### src/rtl/ps2_scancode_decoder_if.sv
// Byte input, event output and status bundle for ps2_scancode_decoder.
// The master side is the byte source and event consumer; the slave side is the decoder.
interface ps2_scancode_decoder_if #(
    parameter int unsigned DEPTH = 8
);
    logic                       in_valid;
    logic [7:0]                 in_byte;
    logic                       ev_valid;
    logic [9:0]                 ev_data;
    logic                       ev_ready;
    logic [$clog2(DEPTH+1)-1:0] fifo_count;
    logic                       overflow;
    logic                       clear_overflow;
    logic                       timeout_err;
    logic                       proto_err;
    logic [2:0]                 state;

    modport master (
        output in_valid, in_byte, ev_ready, clear_overflow,
        input  ev_valid, ev_data, fifo_count, overflow, timeout_err, proto_err, state
    );

    modport slave (
        input  in_valid, in_byte, ev_ready, clear_overflow,
        output ev_valid, ev_data, fifo_count, overflow, timeout_err, proto_err, state
    );
endinterface

### src/rtl/ps2_scancode_decoder.sv
// Scan-code set 2 parser feeding a first-word-fall-through {ext, brk, code} event FIFO.
// Define PS2_REPEAT_FILTER_EN to drop typematic repeats of the most recent make.
module ps2_scancode_decoder #(
    parameter int unsigned DEPTH          = 8,
    parameter int unsigned TIMEOUT_CYCLES = 4000,
    parameter int unsigned PAUSE_SKIP     = 7
) (
    input logic                   clk,
    input logic                   reset_n,
    ps2_scancode_decoder_if.slave bus
);
    localparam int unsigned PW = (DEPTH > 1) ? $clog2(DEPTH) : 1;
    localparam int unsigned CW = $clog2(DEPTH + 1);
    localparam int unsigned TW = $clog2(TIMEOUT_CYCLES + 1);
    localparam int unsigned SW = $clog2(PAUSE_SKIP + 1);

    typedef enum logic [2:0] {
        StIdle   = 3'd0,
        StExt    = 3'd1,
        StBrk    = 3'd2,
        StExtBrk = 3'd3,
        StPause  = 3'd4
    } state_e;

    state_e          state_q, state_d;
    logic [TW-1:0]   timer_q, timer_d;
    logic [SW-1:0]   skip_q, skip_d;
    logic            timeout_err_q, proto_err_q;
    logic            push, proto, tmo, ev_push;
    logic [9:0]      push_data;

    always_comb begin
        state_d   = state_q;
        timer_d   = timer_q;
        skip_d    = skip_q;
        push      = 1'b0;
        push_data = '0;
        proto     = 1'b0;
        tmo       = 1'b0;
        if (bus.in_valid) begin
            timer_d = '0;
            unique case (state_q)
                StIdle: begin
                    case (bus.in_byte)
                        8'hE0: state_d = StExt;
                        8'hF0: state_d = StBrk;
                        8'hE1: begin
                            state_d = StPause;
                            skip_d  = SW'(PAUSE_SKIP);
                        end
                        8'hAA, 8'hFA, 8'hFE, 8'hEE, 8'h00, 8'hFF: begin end
                        default: begin
                            push      = 1'b1;
                            push_data = {2'b00, bus.in_byte};
                        end
                    endcase
                end
                StExt: begin
                    state_d = StIdle;
                    if (bus.in_byte == 8'hF0) begin
                        state_d = StExtBrk;
                    end else if (bus.in_byte == 8'hE0 || bus.in_byte == 8'hE1) begin
                        proto = 1'b1;
                    end else begin
                        push      = 1'b1;
                        push_data = {2'b10, bus.in_byte};
                    end
                end
                StBrk, StExtBrk: begin
                    state_d = StIdle;
                    if (bus.in_byte inside {8'hE0, 8'hE1, 8'hF0}) begin
                        proto = 1'b1;
                    end else begin
                        push      = 1'b1;
                        push_data = {(state_q == StExtBrk), 1'b1, bus.in_byte};
                    end
                end
                StPause: begin
                    // Pause bytes carry no information; only their count matters.
                    if (skip_q <= SW'(1)) begin
                        state_d   = StIdle;
                        push      = 1'b1;
                        push_data = {2'b10, 8'h77};
                    end else begin
                        skip_d = skip_q - SW'(1);
                    end
                end
                default: state_d = StIdle;
            endcase
        end else if (state_q != StIdle) begin
            if (timer_q == TW'(TIMEOUT_CYCLES - 1)) begin
                tmo     = 1'b1;
                state_d = StIdle;
                timer_d = '0;
            end else begin
                timer_d = timer_q + TW'(1);
            end
        end
    end

    always_ff @(posedge clk or negedge reset_n) begin
        if (!reset_n) begin
            state_q       <= StIdle;
            timer_q       <= '0;
            skip_q        <= '0;
            timeout_err_q <= 1'b0;
            proto_err_q   <= 1'b0;
        end else begin
            state_q       <= state_d;
            timer_q       <= timer_d;
            skip_q        <= skip_d;
            timeout_err_q <= tmo;
            proto_err_q   <= proto;
        end
    end

`ifdef PS2_REPEAT_FILTER_EN
    logic       lm_valid_q, lm_valid_d;
    logic [8:0] lm_key_q, lm_key_d;
    logic       repeat_hit;

    always_comb begin
        lm_valid_d = lm_valid_q;
        lm_key_d   = lm_key_q;
        repeat_hit = push && !push_data[8] && lm_valid_q &&
                     (lm_key_q == {push_data[9], push_data[7:0]});
        if (tmo) begin
            lm_valid_d = 1'b0;
        end else if (push && !push_data[8]) begin
            lm_valid_d = 1'b1;
            lm_key_d   = {push_data[9], push_data[7:0]};
        end else if (push && (lm_key_q == {push_data[9], push_data[7:0]})) begin
            lm_valid_d = 1'b0;
        end
    end

    always_ff @(posedge clk or negedge reset_n) begin
        if (!reset_n) begin
            lm_valid_q <= 1'b0;
            lm_key_q   <= '0;
        end else begin
            lm_valid_q <= lm_valid_d;
            lm_key_q   <= lm_key_d;
        end
    end

    assign ev_push = push && !repeat_hit;
`else
    assign ev_push = push;
`endif

    logic [9:0]    mem_q [DEPTH];
    logic [PW-1:0] wr_ptr_q, rd_ptr_q;
    logic [CW-1:0] count_q;
    logic          overflow_q;
    logic          full, pop, wr, drop;

    assign full = (count_q == CW'(DEPTH));
    assign pop  = bus.ev_ready && (count_q != '0);
    assign wr   = ev_push && (!full || pop);
    assign drop = ev_push && full && !pop;

    always_ff @(posedge clk or negedge reset_n) begin
        if (!reset_n) begin
            for (int i = 0; i < int'(DEPTH); i++) mem_q[i] <= '0;
            wr_ptr_q   <= '0;
            rd_ptr_q   <= '0;
            count_q    <= '0;
            overflow_q <= 1'b0;
        end else begin
            if (wr) begin
                mem_q[wr_ptr_q] <= push_data;
                wr_ptr_q        <= wr_ptr_q + PW'(1);
            end
            if (pop) rd_ptr_q <= rd_ptr_q + PW'(1);
            if (wr && !pop)      count_q <= count_q + CW'(1);
            else if (!wr && pop) count_q <= count_q - CW'(1);
            // A drop in the same cycle outranks the clear.
            if (drop)                    overflow_q <= 1'b1;
            else if (bus.clear_overflow) overflow_q <= 1'b0;
        end
    end

    assign bus.ev_valid    = (count_q != '0);
    assign bus.ev_data     = mem_q[rd_ptr_q];
    assign bus.fifo_count  = count_q;
    assign bus.overflow    = overflow_q;
    assign bus.timeout_err = timeout_err_q;
    assign bus.proto_err   = proto_err_q;
    assign bus.state       = state_q;
endmodule

### src/flat_wrapper.sv
// flat-port wrapper written by rule: the top's interface ports become plain ports
module ps2_scancode_decoder_flat 
#(
    parameter int unsigned DEPTH          = 8,
    parameter int unsigned TIMEOUT_CYCLES = 4000,
    parameter int unsigned PAUSE_SKIP     = 7
)
  (clk, reset_n, bus_in_valid, bus_in_byte, bus_ev_ready, bus_clear_overflow, bus_ev_valid, bus_ev_data, bus_fifo_count, bus_overflow, bus_timeout_err, bus_proto_err, bus_state);
  ps2_scancode_decoder_if #(.DEPTH(DEPTH)) bus_i ();
  input logic clk;
  input logic reset_n;
  input wire logic [$bits(bus_i.in_valid)-1:0] bus_in_valid;
  input wire logic [$bits(bus_i.in_byte)-1:0] bus_in_byte;
  input wire logic [$bits(bus_i.ev_ready)-1:0] bus_ev_ready;
  input wire logic [$bits(bus_i.clear_overflow)-1:0] bus_clear_overflow;
  output wire logic [$bits(bus_i.ev_valid)-1:0] bus_ev_valid;
  output wire logic [$bits(bus_i.ev_data)-1:0] bus_ev_data;
  output wire logic [$bits(bus_i.fifo_count)-1:0] bus_fifo_count;
  output wire logic [$bits(bus_i.overflow)-1:0] bus_overflow;
  output wire logic [$bits(bus_i.timeout_err)-1:0] bus_timeout_err;
  output wire logic [$bits(bus_i.proto_err)-1:0] bus_proto_err;
  output wire logic [$bits(bus_i.state)-1:0] bus_state;
  assign bus_i.in_valid = bus_in_valid;
  assign bus_i.in_byte = bus_in_byte;
  assign bus_i.ev_ready = bus_ev_ready;
  assign bus_i.clear_overflow = bus_clear_overflow;
  assign bus_ev_valid = bus_i.ev_valid;
  assign bus_ev_data = bus_i.ev_data;
  assign bus_fifo_count = bus_i.fifo_count;
  assign bus_overflow = bus_i.overflow;
  assign bus_timeout_err = bus_i.timeout_err;
  assign bus_proto_err = bus_i.proto_err;
  assign bus_state = bus_i.state;
  ps2_scancode_decoder #(.DEPTH(DEPTH), .TIMEOUT_CYCLES(TIMEOUT_CYCLES), .PAUSE_SKIP(PAUSE_SKIP)) u_core (.clk(clk), .reset_n(reset_n), .bus(bus_i));
endmodule
### config.mk
export PLATFORM = sky130hd
export DESIGN_NAME = ps2_scancode_decoder_flat
export DESIGN_NICKNAME = d
export VERILOG_FILES = /design/src/rtl/ps2_scancode_decoder_if.sv /design/src/rtl/ps2_scancode_decoder.sv /design/src/flat_wrapper.sv
export SDC_FILE = /design/constraint.sdc
export NUM_CORES = 1
export LEC_CHECK = 0
export ABC_AREA = 1
export BUFFER_PORTS_ARGS = -buffer_cell sky130_fd_sc_hd__buf_2
export CORE_MARGIN = 10
export CORE_UTILIZATION = 30
export DETAILED_ROUTE_END_ITERATION = 6
export SLEW_MARGIN = 20
export SYNTH_ARGS = -nofsm -noshare
export SYNTH_HDL_FRONTEND = slang
export SYNTH_SLANG_ARGS = --single-unit
### constraint.sdc
create_clock -name clk -period 3.6 [get_ports clk]
set_input_delay 0.36 -clock clk [delete_from_list [all_inputs] [get_ports clk]]
set_output_delay 0.36 -clock clk [all_outputs]
set_load 0.01 [all_outputs]
==> out/metrics.csv <==
metric,value,unit
CTS sink count,111,
GRT overflow,0,
CTS tree,done,
Synth Cell Area,5850,um2
TNS Setup,0,ps
CTS Root Buffer Type,clkbuf_16,
core footprint,19300,um2
Pwr Density,802,nW/um2
Final period util,0.825,
"Seq/Total Area, Yosys",0.475,
fraction of layout cells with a size suffix above 1,0.115,
Hold WC Path Type,in2async,
Pleak,3.42,nW
synth unique cells,40,
peak supply drop,0.259,mV
most area-consuming cells after synthesis,"dfrtp_1 47%, nand2_1 18%, nor2_1 7.0%, o21ai_0 4.7%, inv_1 3.1%",
Main synth FF type,dfrtp_1,
Row Count,51,
wire per inst,14.9,um
Starting Density,0.303,
full die area,25500,um2
skew final,9.51,ps
number of global-route vias before repair,4808,
area grow syn2layout,13.2,%
clock input transition at the sequential cells of the worst setup and hold paths,80,ps
Final Hold Vio Count,0,
Worst-Margin Slew,957,ps
IO Port Bufs,33,
flop-to-flop setup slack,630,ps
crit-path max FO,10,
cts hold-fix bufs,0,
detailed placement HPWL,10.4,mm
"Power, Total",5.31,mW
max cap viols,0,
Die Wd,160,um
Mapped Cells,766,
slew margin rel.,0.362,
critical path required time,3850,ps
Fillers,2047,
worst skew pair latency,360,ps
"commonest non-fill, non-tap cell in the layout",nand2_1,
most frequent cells in the layout,"283 x nand2_1, 111 x dfrtp_1, 109 x nor2_1, 55 x o21ai_0, 48 x inv_1",
final instance area,6620,um2
FF-to-FF Start,u_core.bus.fifo_count[1]$_DFFE_PN0P_,
htree depth,3,
Die Y,160,um
largest net degree at the start of global routing,73,
synthesis-stage register bit count,111,
"Cell Area, Placed",6310,um2
unrepaired setup endpoints after global routing,false,
first-pass GRT wire length,26.0,mm
Critical Path Sink Type,flip-flop,
ANT nets after route,0,
Final Critical Period,2970,ps
Pre-antenna DRT Iters,5,
post-CTS setup buffer count,0,
GRT Total Usage,0.125,
clock buffer depth,2,
syn_area_per_cell,7.64,um2
cell taking the most area after synthesis,dfrtp_1,
Final setup viols,0,
Resized cells post-CTS,0,
Mapped Nets,788,
residual DRC count,0,
Nets,818,
# diodes,0,
status,finished clean,
vias per cell,4.70,
critical path class,reg2reg,
number of flops mapped to enable cells by yosys,0,
via count,5009,
num ports,34,
top-area cell type share of the netlist area,0.475,
crit path DAT,3210,ps
Worst Setup SP,u_core.bus.fifo_count[1]$_DFFE_PN0P_,
fmax,337,MHz
Routed Wire Length,15.9,mm
GP Congestion,0.804,
Pins Over Slew Limit,0,
critical path launch point type,flip-flop,
async set-reset flop share out of synthesis,1.00,
post-layout util,0.343,
TritonCTS Buffers,9,
yosys warns,0,
Initial DRC Count,415,
initial antenna violation count,1,
-- area by class of cell --
cell class                      instances  area (um2)  share of cell area
Multi-Input combinational cell        579        2760               0.417
Clock buffer                            9         225              0.0340
Timing Repair Buffer                   39         225              0.0340
Sequential cell                       111        2780               0.419
Inverter                               56         210              0.0317
Clock inverter                          7        90.1              0.0136
Tap cell                              265         332              0.0501
-- final timing paths --
check / endpoint / cells past startpoint
max reg2reg: u_core.bus.fifo_count[3]$_DFFE_PN0P_ / 15
max: u_core.bus.fifo_count[3]$_DFFE_PN0P_ / 15
min in group clk: u_core.bus.overflow$_DFFE_PN0P_ / 2
min reg2reg: u_core.timer_q[10]$_DFFE_PN0N_ / 1
min: u_core.mem_q[51]$_DFFE_PN0P_ / 1
max in group asynchronous: u_core.mem_q[77]$_DFFE_PN0P_ / 2
-- sequential cells by signal, summed over array words and instances, names as in the netlist --
signal and cells:
u_core.bus.fifo_count 4, u_core.wr_ptr_q 3, u_core.mem_q 80, u_core.rd_ptr_q 3, u_core.bus.timeout_err 1, u_core.bus.proto_err 1, u_core.skip_q 3, u_core.timer_q 12
u_core.bus.overflow 1, u_core.bus.state 3
-- cell usage after synthesis, types with 3 or more instances --
| library cell | n |
|---|---|
| nor2_1 | 109 |
| clkbuf_1 | 14 |
| nor4_1 | 3 |
| xor2_1 | 8 |
| o22ai_1 | 13 |
| nor2_8 | 6 |
| nand2_1 | 283 |
| inv_2 | 8 |
| nand3_1 | 18 |
| nand4_1 | 12 |
| o21ai_0 | 55 |
| a21oi_1 | 10 |
| nor3_1 | 9 |
| a31oi_1 | 11 |
| nor2_2 | 8 |
| xnor2_1 | 3 |
| inv_1 | 48 |
| ha_1 | 8 |
| nand2_2 | 4 |
| dfrtp_1 | 111 |
-- critical path, stage by stage, from the launching register on --
cell,delay [ps]
dfrtp_1,440
nor2_1,170
nand3_1,130
nand2_1,180
nand4_1,420
nand3_4,240
inv_2,60
ha_1,220
inv_1,110
ha_1,240
a21o_1,170
a21oi_1,150
nor2_1,60
nor2_1,80
nand2_1,60
xor2_1,130
-- metrics by stage --
stage / hold WS (ps) / setup WS (ps) / cells
after floorplan: 64.4 / 750 / 766
after CTS: 188 / 587 / 1066
after detailed placement: 454 / 612 / 1050
after global routing: 201 / 254 / 1066
final: 155 / 631 / 1066
after global placement: 449 / 669 / 1050
-- kinds of logic after synthesis --
logic type | synth area share
AO/OA/AOI/OAI | 0.0881
multiplexers | 0.00363
AND/OR/NAND/NOR | 0.341
adder cells (fa/ha/maj) | 0.0205
XOR/XNOR | 0.0192
flip-flops | 0.475
buffers and inverters | 0.0532
-- report_power, final --
part           leakage [nW]  internal, mW  switching (mW)  total [mW]
clock network         0.156         0.555           0.505        1.06
registers              1.47          1.66           0.254        1.92
logic                  1.79         0.797            1.54        2.33
-- per-layer routing --
layer | up-vias | wire length [um] | GRT usage
li1 | 2500 | - | -
met1 | 2380 | 7590 | 0.169
met2 | 107 | 7320 | 0.199
met3 | 22 | 776 | 0.0265
met4 | 0 | 218 | 0.0345
met5 | - | 0 | 0
Note: power is estimated with default switching activity, not from simulation.
